<file path="src/rtl/sram_arbiter_if.sv">
// Request/response bundle for sram_arbiter: the read and write client ports,
// the sram_iface transaction signals, and the watchdog error pulse.
// slave = arbiter view, master = surrounding logic (clients + sram_iface).
interface sram_arbiter_if #(
    parameter int unsigned ADDR_BITS = 16,
    parameter int unsigned DATA_BITS = 24
);
    logic                 rd_req;
    logic [ADDR_BITS-1:0] rd_addr;
    logic [DATA_BITS-1:0] rd_data;
    logic                 rd_valid;

    logic                 wr_req;
    logic [ADDR_BITS-1:0] wr_addr;
    logic [DATA_BITS-1:0] wr_data;
    logic                 wr_done;

    logic                 io_start;
    logic                 io_writemode;
    logic [ADDR_BITS-1:0] io_address;
    logic [DATA_BITS-1:0] io_w_data;
    logic [DATA_BITS-1:0] io_r_data;
    logic                 io_done;

    logic                 err_timeout;

    modport slave (
        input  rd_req, rd_addr, wr_req, wr_addr, wr_data, io_r_data, io_done,
        output rd_data, rd_valid, wr_done, io_start, io_writemode, io_address,
               io_w_data, err_timeout
    );

    modport master (
        output rd_req, rd_addr, wr_req, wr_addr, wr_data, io_r_data, io_done,
        input  rd_data, rd_valid, wr_done, io_start, io_writemode, io_address,
               io_w_data, err_timeout
    );
endinterface

</file>
<file path="src/rtl/sram_arbiter.sv">
// Two-port round-robin arbiter/sequencer in front of sram_iface.
// Each granted request becomes one sram_iface transaction
// (IDLE -> ISSUE -> WAIT -> DONE) closed by a one-cycle rd_valid/wr_done pulse.
// Optional WAIT watchdog enabled by defining SRAM_ARB_TIMEOUT_EN.
module sram_arbiter #(
    parameter int unsigned ADDR_BITS      = 16,
    parameter int unsigned DATA_BITS      = 24,
    parameter int unsigned TIMEOUT_CYCLES = 32
) (
    input  logic           clk,
    input  logic           rst,
    sram_arbiter_if.slave  bus
);

    localparam logic [1:0] IDLE  = 2'd0;
    localparam logic [1:0] ISSUE = 2'd1;
    localparam logic [1:0] WAIT  = 2'd2;
    localparam logic [1:0] DONE  = 2'd3;

    logic [1:0]           state, state_nxt;
    logic                 prio_wr, prio_wr_nxt;   // 1: write wins a tie
    logic                 io_start_q, io_start_nxt;
    logic                 io_writemode_q, io_writemode_nxt;
    logic [ADDR_BITS-1:0] io_address_q, io_address_nxt;
    logic [DATA_BITS-1:0] io_w_data_q, io_w_data_nxt;
    logic [DATA_BITS-1:0] rd_data_q, rd_data_nxt;
    logic                 rd_valid_q, rd_valid_nxt;
    logic                 wr_done_q, wr_done_nxt;
    logic                 err_q, err_nxt;
    logic                 grant_wr_c;
    logic                 timeout_c;

`ifdef SRAM_ARB_TIMEOUT_EN
    localparam int unsigned CNT_BITS = $clog2(TIMEOUT_CYCLES + 1);

    logic [CNT_BITS-1:0] wait_cnt;

    // WAIT-cycle counter, cleared whenever the FSM is outside WAIT
    always_ff @(posedge clk or negedge rst) begin
        if (!rst)
            wait_cnt <= '0;
        else if (state != WAIT)
            wait_cnt <= '0;
        else
            wait_cnt <= wait_cnt + CNT_BITS'(1);
    end

    assign timeout_c = (wait_cnt == CNT_BITS'(TIMEOUT_CYCLES - 1));
`else
    logic timeout_param_unused;

    assign timeout_c            = 1'b0;
    assign timeout_param_unused = ^32'(TIMEOUT_CYCLES);
`endif

    // Tie-break: write only when read is absent or write holds the priority
    assign grant_wr_c = bus.wr_req && (!bus.rd_req || prio_wr);

    // Next-state and next-output decode
    always_comb begin
        state_nxt        = state;
        prio_wr_nxt      = prio_wr;
        io_start_nxt     = 1'b0;
        io_writemode_nxt = io_writemode_q;
        io_address_nxt   = io_address_q;
        io_w_data_nxt    = io_w_data_q;
        rd_data_nxt      = rd_data_q;
        rd_valid_nxt     = 1'b0;
        wr_done_nxt      = 1'b0;
        err_nxt          = 1'b0;

        case (state)
            IDLE: begin
                if (bus.rd_req || bus.wr_req) begin
                    io_writemode_nxt = grant_wr_c;
                    io_address_nxt   = grant_wr_c ? bus.wr_addr : bus.rd_addr;
                    if (grant_wr_c)
                        io_w_data_nxt = bus.wr_data;
                    io_start_nxt = 1'b1;
                    state_nxt    = ISSUE;
                end
            end
            ISSUE: begin
                state_nxt = WAIT;
            end
            WAIT: begin
                if (bus.io_done) begin
                    if (!io_writemode_q)
                        rd_data_nxt = bus.io_r_data;
                    rd_valid_nxt = !io_writemode_q;
                    wr_done_nxt  = io_writemode_q;
                    prio_wr_nxt  = !io_writemode_q;
                    state_nxt    = DONE;
                end else if (timeout_c) begin
                    err_nxt     = 1'b1;
                    prio_wr_nxt = !io_writemode_q;
                    state_nxt   = IDLE;
                end
            end
            DONE: begin
                state_nxt = IDLE;
            end
            default: begin
                state_nxt = IDLE;
            end
        endcase
    end

    // State and output registers
    always_ff @(posedge clk or negedge rst) begin
        if (!rst) begin
            state          <= IDLE;
            prio_wr        <= 1'b0;
            io_start_q     <= 1'b0;
            io_writemode_q <= 1'b0;
            io_address_q   <= '0;
            io_w_data_q    <= '0;
            rd_data_q      <= '0;
            rd_valid_q     <= 1'b0;
            wr_done_q      <= 1'b0;
            err_q          <= 1'b0;
        end else begin
            state          <= state_nxt;
            prio_wr        <= prio_wr_nxt;
            io_start_q     <= io_start_nxt;
            io_writemode_q <= io_writemode_nxt;
            io_address_q   <= io_address_nxt;
            io_w_data_q    <= io_w_data_nxt;
            rd_data_q      <= rd_data_nxt;
            rd_valid_q     <= rd_valid_nxt;
            wr_done_q      <= wr_done_nxt;
            err_q          <= err_nxt;
        end
    end

    assign bus.io_start     = io_start_q;
    assign bus.io_writemode = io_writemode_q;
    assign bus.io_address   = io_address_q;
    assign bus.io_w_data    = io_w_data_q;
    assign bus.rd_data      = rd_data_q;
    assign bus.rd_valid     = rd_valid_q;
    assign bus.wr_done      = wr_done_q;
    assign bus.err_timeout  = err_q;

endmodule

</file>
<file path="src/flat_wrapper.sv">
// flat-port wrapper written by rule: the top's interface ports become plain ports
module sram_arbiter_flat 
#(
    parameter int unsigned ADDR_BITS      = 16,
    parameter int unsigned DATA_BITS      = 24,
    parameter int unsigned TIMEOUT_CYCLES = 32
)
  (clk, rst, bus_rd_req, bus_rd_addr, bus_wr_req, bus_wr_addr, bus_wr_data, bus_io_r_data, bus_io_done, bus_rd_data, bus_rd_valid, bus_wr_done, bus_io_start, bus_io_writemode, bus_io_address, bus_io_w_data, bus_err_timeout);
  sram_arbiter_if #(.ADDR_BITS(ADDR_BITS), .DATA_BITS(DATA_BITS)) bus_i ();
  input  logic clk;
  input  logic rst;
  input wire logic [$bits(bus_i.rd_req)-1:0] bus_rd_req;
  input wire logic [$bits(bus_i.rd_addr)-1:0] bus_rd_addr;
  input wire logic [$bits(bus_i.wr_req)-1:0] bus_wr_req;
  input wire logic [$bits(bus_i.wr_addr)-1:0] bus_wr_addr;
  input wire logic [$bits(bus_i.wr_data)-1:0] bus_wr_data;
  input wire logic [$bits(bus_i.io_r_data)-1:0] bus_io_r_data;
  input wire logic [$bits(bus_i.io_done)-1:0] bus_io_done;
  output wire logic [$bits(bus_i.rd_data)-1:0] bus_rd_data;
  output wire logic [$bits(bus_i.rd_valid)-1:0] bus_rd_valid;
  output wire logic [$bits(bus_i.wr_done)-1:0] bus_wr_done;
  output wire logic [$bits(bus_i.io_start)-1:0] bus_io_start;
  output wire logic [$bits(bus_i.io_writemode)-1:0] bus_io_writemode;
  output wire logic [$bits(bus_i.io_address)-1:0] bus_io_address;
  output wire logic [$bits(bus_i.io_w_data)-1:0] bus_io_w_data;
  output wire logic [$bits(bus_i.err_timeout)-1:0] bus_err_timeout;
  assign bus_i.rd_req = bus_rd_req;
  assign bus_i.rd_addr = bus_rd_addr;
  assign bus_i.wr_req = bus_wr_req;
  assign bus_i.wr_addr = bus_wr_addr;
  assign bus_i.wr_data = bus_wr_data;
  assign bus_i.io_r_data = bus_io_r_data;
  assign bus_i.io_done = bus_io_done;
  assign bus_rd_data = bus_i.rd_data;
  assign bus_rd_valid = bus_i.rd_valid;
  assign bus_wr_done = bus_i.wr_done;
  assign bus_io_start = bus_i.io_start;
  assign bus_io_writemode = bus_i.io_writemode;
  assign bus_io_address = bus_i.io_address;
  assign bus_io_w_data = bus_i.io_w_data;
  assign bus_err_timeout = bus_i.err_timeout;
  sram_arbiter #(.ADDR_BITS(ADDR_BITS), .DATA_BITS(DATA_BITS), .TIMEOUT_CYCLES(TIMEOUT_CYCLES)) u_core (.clk(clk), .rst(rst), .bus(bus_i));
endmodule
</file>
<file path="config.mk">
export PLATFORM = sky130hd
export DESIGN_NAME = sram_arbiter_flat
export DESIGN_NICKNAME = d
export VERILOG_FILES = /design/src/rtl/sram_arbiter_if.sv /design/src/rtl/sram_arbiter.sv /design/src/flat_wrapper.sv
export SDC_FILE = /design/constraint.sdc
export NUM_CORES = 1
export LEC_CHECK = 0
export CAP_MARGIN = 20
export CELL_PAD_IN_SITES_DETAIL_PLACEMENT = 1
export CELL_PAD_IN_SITES_GLOBAL_PLACEMENT = 2
export CORE_MARGIN = 8
export CORE_UTILIZATION = 26
export DETAILED_ROUTE_END_ITERATION = 10
export PLACE_DENSITY = 0.91
export SLEW_MARGIN = 20
export SYNTH_ARGS = -nofsm -noshare
export SYNTH_HDL_FRONTEND = slang
export SYNTH_SLANG_ARGS = --single-unit
</file>
<file path="constraint.sdc">
create_clock -name clk -period 3.92 [get_ports clk]
set_input_delay 0.588 -clock clk [delete_from_list [all_inputs] [get_ports clk]]
set_output_delay 0.588 -clock clk [all_outputs]
set_load 0.02 [all_outputs]
</file>
==> results by group <==
Outcome
  – Status: completed

Placed design
  – Placed Cells incl. Taps: 504
  – DP HPWL: between 7 and 8 mm
  – Placed inst area: ~0.0046 sq mm
  – Port Buffers: between 150 and 200
  – Gpl congestion: roughly 0.75

STA
  – Clock skew: approximately 0.0052 ns
  – Post-route setup TNS: 0 ns
  – RSZ-0062 raised after global routing: false
  – Min Tclk post-route: about 2.5 ns
  – Fin. Hold Viols: 0
  – Period utilisation layout: 63.4%
  – Final Max Tran Viols: 0
  – Slew @ Worst Pin: about 1.1 ns
  – Slew margin rel.: roughly 30%
  – Final setup viols: 0
  – Fmax: between 400 and 500 MHz

Synthesis
  – Sequential cell area fraction in the yosys report: 59.2%
  – Post-synthesis mux area share: about a fifth
  – Ys flop type: dfrtp_1
  – Synth Area in XOR/XNOR: 0%
  – Yosys warns: 0
  – Avg Inst Size Synth: approximately 14 sq um
  – Synthesized area: ~0.003 sq mm
  – Post-synth ARST share: between 90% and 100%
  – Compound-Gate Fraction of Synth Area: about a tenth
  – Largest family of logic cells by synthesized area: multiplexers
  – Syn_nets: between 300 and 400
  – Synth Area in Simple Gates: between 4 and 5%
  – Top cell type's share of synthesized area: around 59%
  – Area contributors post-synth: dfrtp_1, mux2_2, mux2_4
  – Most common cell in the netlist: dfrtp_1
  – Synth unique cells: 24
  – Post-Synth Adder-Cell Area: under 10%
  – Area leader, netlist: dfrtp_1
  – Commonest cells in the netlist: dfrtp_1, mux2_2, mux2_4, a21oi_1
  – Cells after synthesis: 222
  – #FFs+latches synth: about 70
  – Post-synth EDFFs: 0

Clocking
  – # hold bufs at CTS: 0
  – Postcts setup bufs: 0
  – Clock edge transition at the registers on the reported setup and hold paths: 0.05 ns
  – Clock Latency Late Sink: roughly 0.33 ns
  – Clock Tree Root: clkbuf_16
  – Post-cts sizing count: 0
  – Clock Sinks: 71
  – Htree depth: 3
  – CTS tree: yes
  – Num CTS Buffers: 9
  – Clk buf depth: 2

Floorplanning
  – Die area: ~0.015 sq mm
  – Site Rows: 39
  – Chip Height: about 120 um
  – Starting density of the core: a little over a quarter
  – Die X: roughly 120 um
  – Core Box Area: about 0.011 sq mm
  – Io pins: 154

Global route
  – Pin count of the biggest net entering global routing: around 70
  – Busiest metal layer after global routing: met2
  – First-pass GRT wire length: 15.1 mm
  – Grt total ovfl: 0
  – Met2 usage in global routing: 20.8%
  – GR Util met1: between 15 and 20%
  – Initial antenna violation count: 0
  – GR Util All Layers: between 10% and 20%
  – Grt met3 use: about 4.2%
  – Vias in the first global route: ~2600

Detailed routing
  – Drt total wl: between 9 and 10 mm
  – Routed WL per cell: around 19 um
  – Post-route DRC: 0
  – Via count: about 2300
  – Vias/cell: 4.51
  – TritonRoute pass-1 iters: 4
  – DRT iter0 DRCs: 114
  – Routed Antenna Nets: 0

Cells and area
  – Layout cells sized above 1: 18.8%
  – Fill count: ~1200
  – Core Util, Final: 42.7%
  – Antenna Cells: 0
  – Fin cells: 520
  – Final #Nets: 460
  – Area grow syn2layout: 61.8%
  – Design Area, Final: between 0.004 and 0.005 sq mm

Critical path
  – Startpoint types: input pin
  – Kind of critical path: input pin to flop
  – WP data required: between 4 and 5 ns
  – CP Data Arrival Time: around 2.7 ns
  – Reg2Reg Setup Slack: about 1.5 ns
  – Worst-path maximum fanout: 20
  – CP Capture Type: flop

Pwr
  – Peak VDD IR: ~310 uV
  – Pleak: around 2.1 nW
  – Power per Cell Area: roughly 850 mW/mm^2

Hold path
  – Hold Crit Class: input pin to asynchronous set/reset pin

Flow run
  – MaxCap Viol Count: 0
==> layout make-up <==
cell class / count / area, sq um / area share [%]
Sequential cell: 71 / 1780 / 36.6
Clock buffer: 12 / 256 / 5.28
Clock inverter: 4 / 20.0 / 0.412
Timing Repair Buffer: 153 / 1530 / 31.4
Multi-Input combinational cell: 131 / 1080 / 22.2
Tap cell: 143 / 179 / 3.68
Inverter: 6 / 22.5 / 0.464
==> critical path, cell delays in order <==
cell             delay (ns)
clkdlybuf4s50_1        0.79
o21ai_2                0.75
inv_2                  0.30
nor2_1                 0.19
a21oi_1                0.06
==> placed cells by master, fill, tap and decap left out, drive strengths merged, types with 2 or more instances in the layout <==
cell / n
a21oi: 17
a31oi: 16
buf: 2
clkbuf: 12
clkdlybuf4s50: 151
clkinv: 4
dfrtp: 71
ha: 3
inv: 6
mux2: 49
nand2: 5
nor2: 16
o21ai: 17
==> metal layers <==
metal	wire [um]	vias to the layer above
met1	4050	1158
met4	206	0
met5	0	-
met3	783	13
met2	4880	93
li1	-	1079
==> path summary, 6_finish.rpt <==
| check | startpoint | to | depth (start not counted) |
|---|---|---|---|
| setup / recovery | bus_wr_req | u_core.bus.io_address[8]$_DFFE_PN0P_ | 5 |
| hold / removal | rst | u_core.state[0]$_DFFE_PN0P_ | 1 |
| setup reg to reg | u_core.state[0]$_DFFE_PN0P_ | u_core.bus.rd_data[22]$_DFFE_PN0P_ | 6 |
| hold reg to reg | u_core.prio_wr$_DFFE_PN0P_ | u_core.prio_wr$_DFFE_PN0P_ | 2 |
| max in group asynchronous | rst | u_core.bus.rd_data[3]$_DFFE_PN0P_ | 1 |
| min in group clk | u_core.prio_wr$_DFFE_PN0P_ | u_core.prio_wr$_DFFE_PN0P_ | 2 |
==> cells by family after synthesis <==
family / Yosys count
and+or+nand+nor: 27
DFF: 71
buffers and inverters: 20
AOI/OAI and AO/OA: 51
adders and majority gates: 3
other: 1
muxes: 49
==> per-stage QoR <==
stage	hold WS, ns	power (mW)	setup WS, ns
finish	0.409	4.13	1.43
global route	0.493	4.37	1.25
CTS	0.449	4.20	1.48
detailed placement	0.491	3.41	1.13
global placement	0.468	3.33	1.21
floorplan	0.292	2.43	2.32
==> flip-flops by register name, indices dropped and copies added, names as in the netlist <==
register	count
u_core.bus.io_writemode	1
u_core.bus.io_w_data	24
u_core.bus.io_address	16
u_core.bus.rd_valid	1
u_core.prio_wr	1
u_core.state	2
u_core.bus.io_start	1
u_core.bus.wr_done	1
u_core.bus.rd_data	24
==> power by group <==
group / internal (mW) / switching, mW
Sequential: 1.11 / 0.204
Clock: 0.458 / 0.294
Combinational: 1.08 / 0.988
Total: 2.64 / 1.49
No activity file was read; power rests on OpenSTA's default activity.
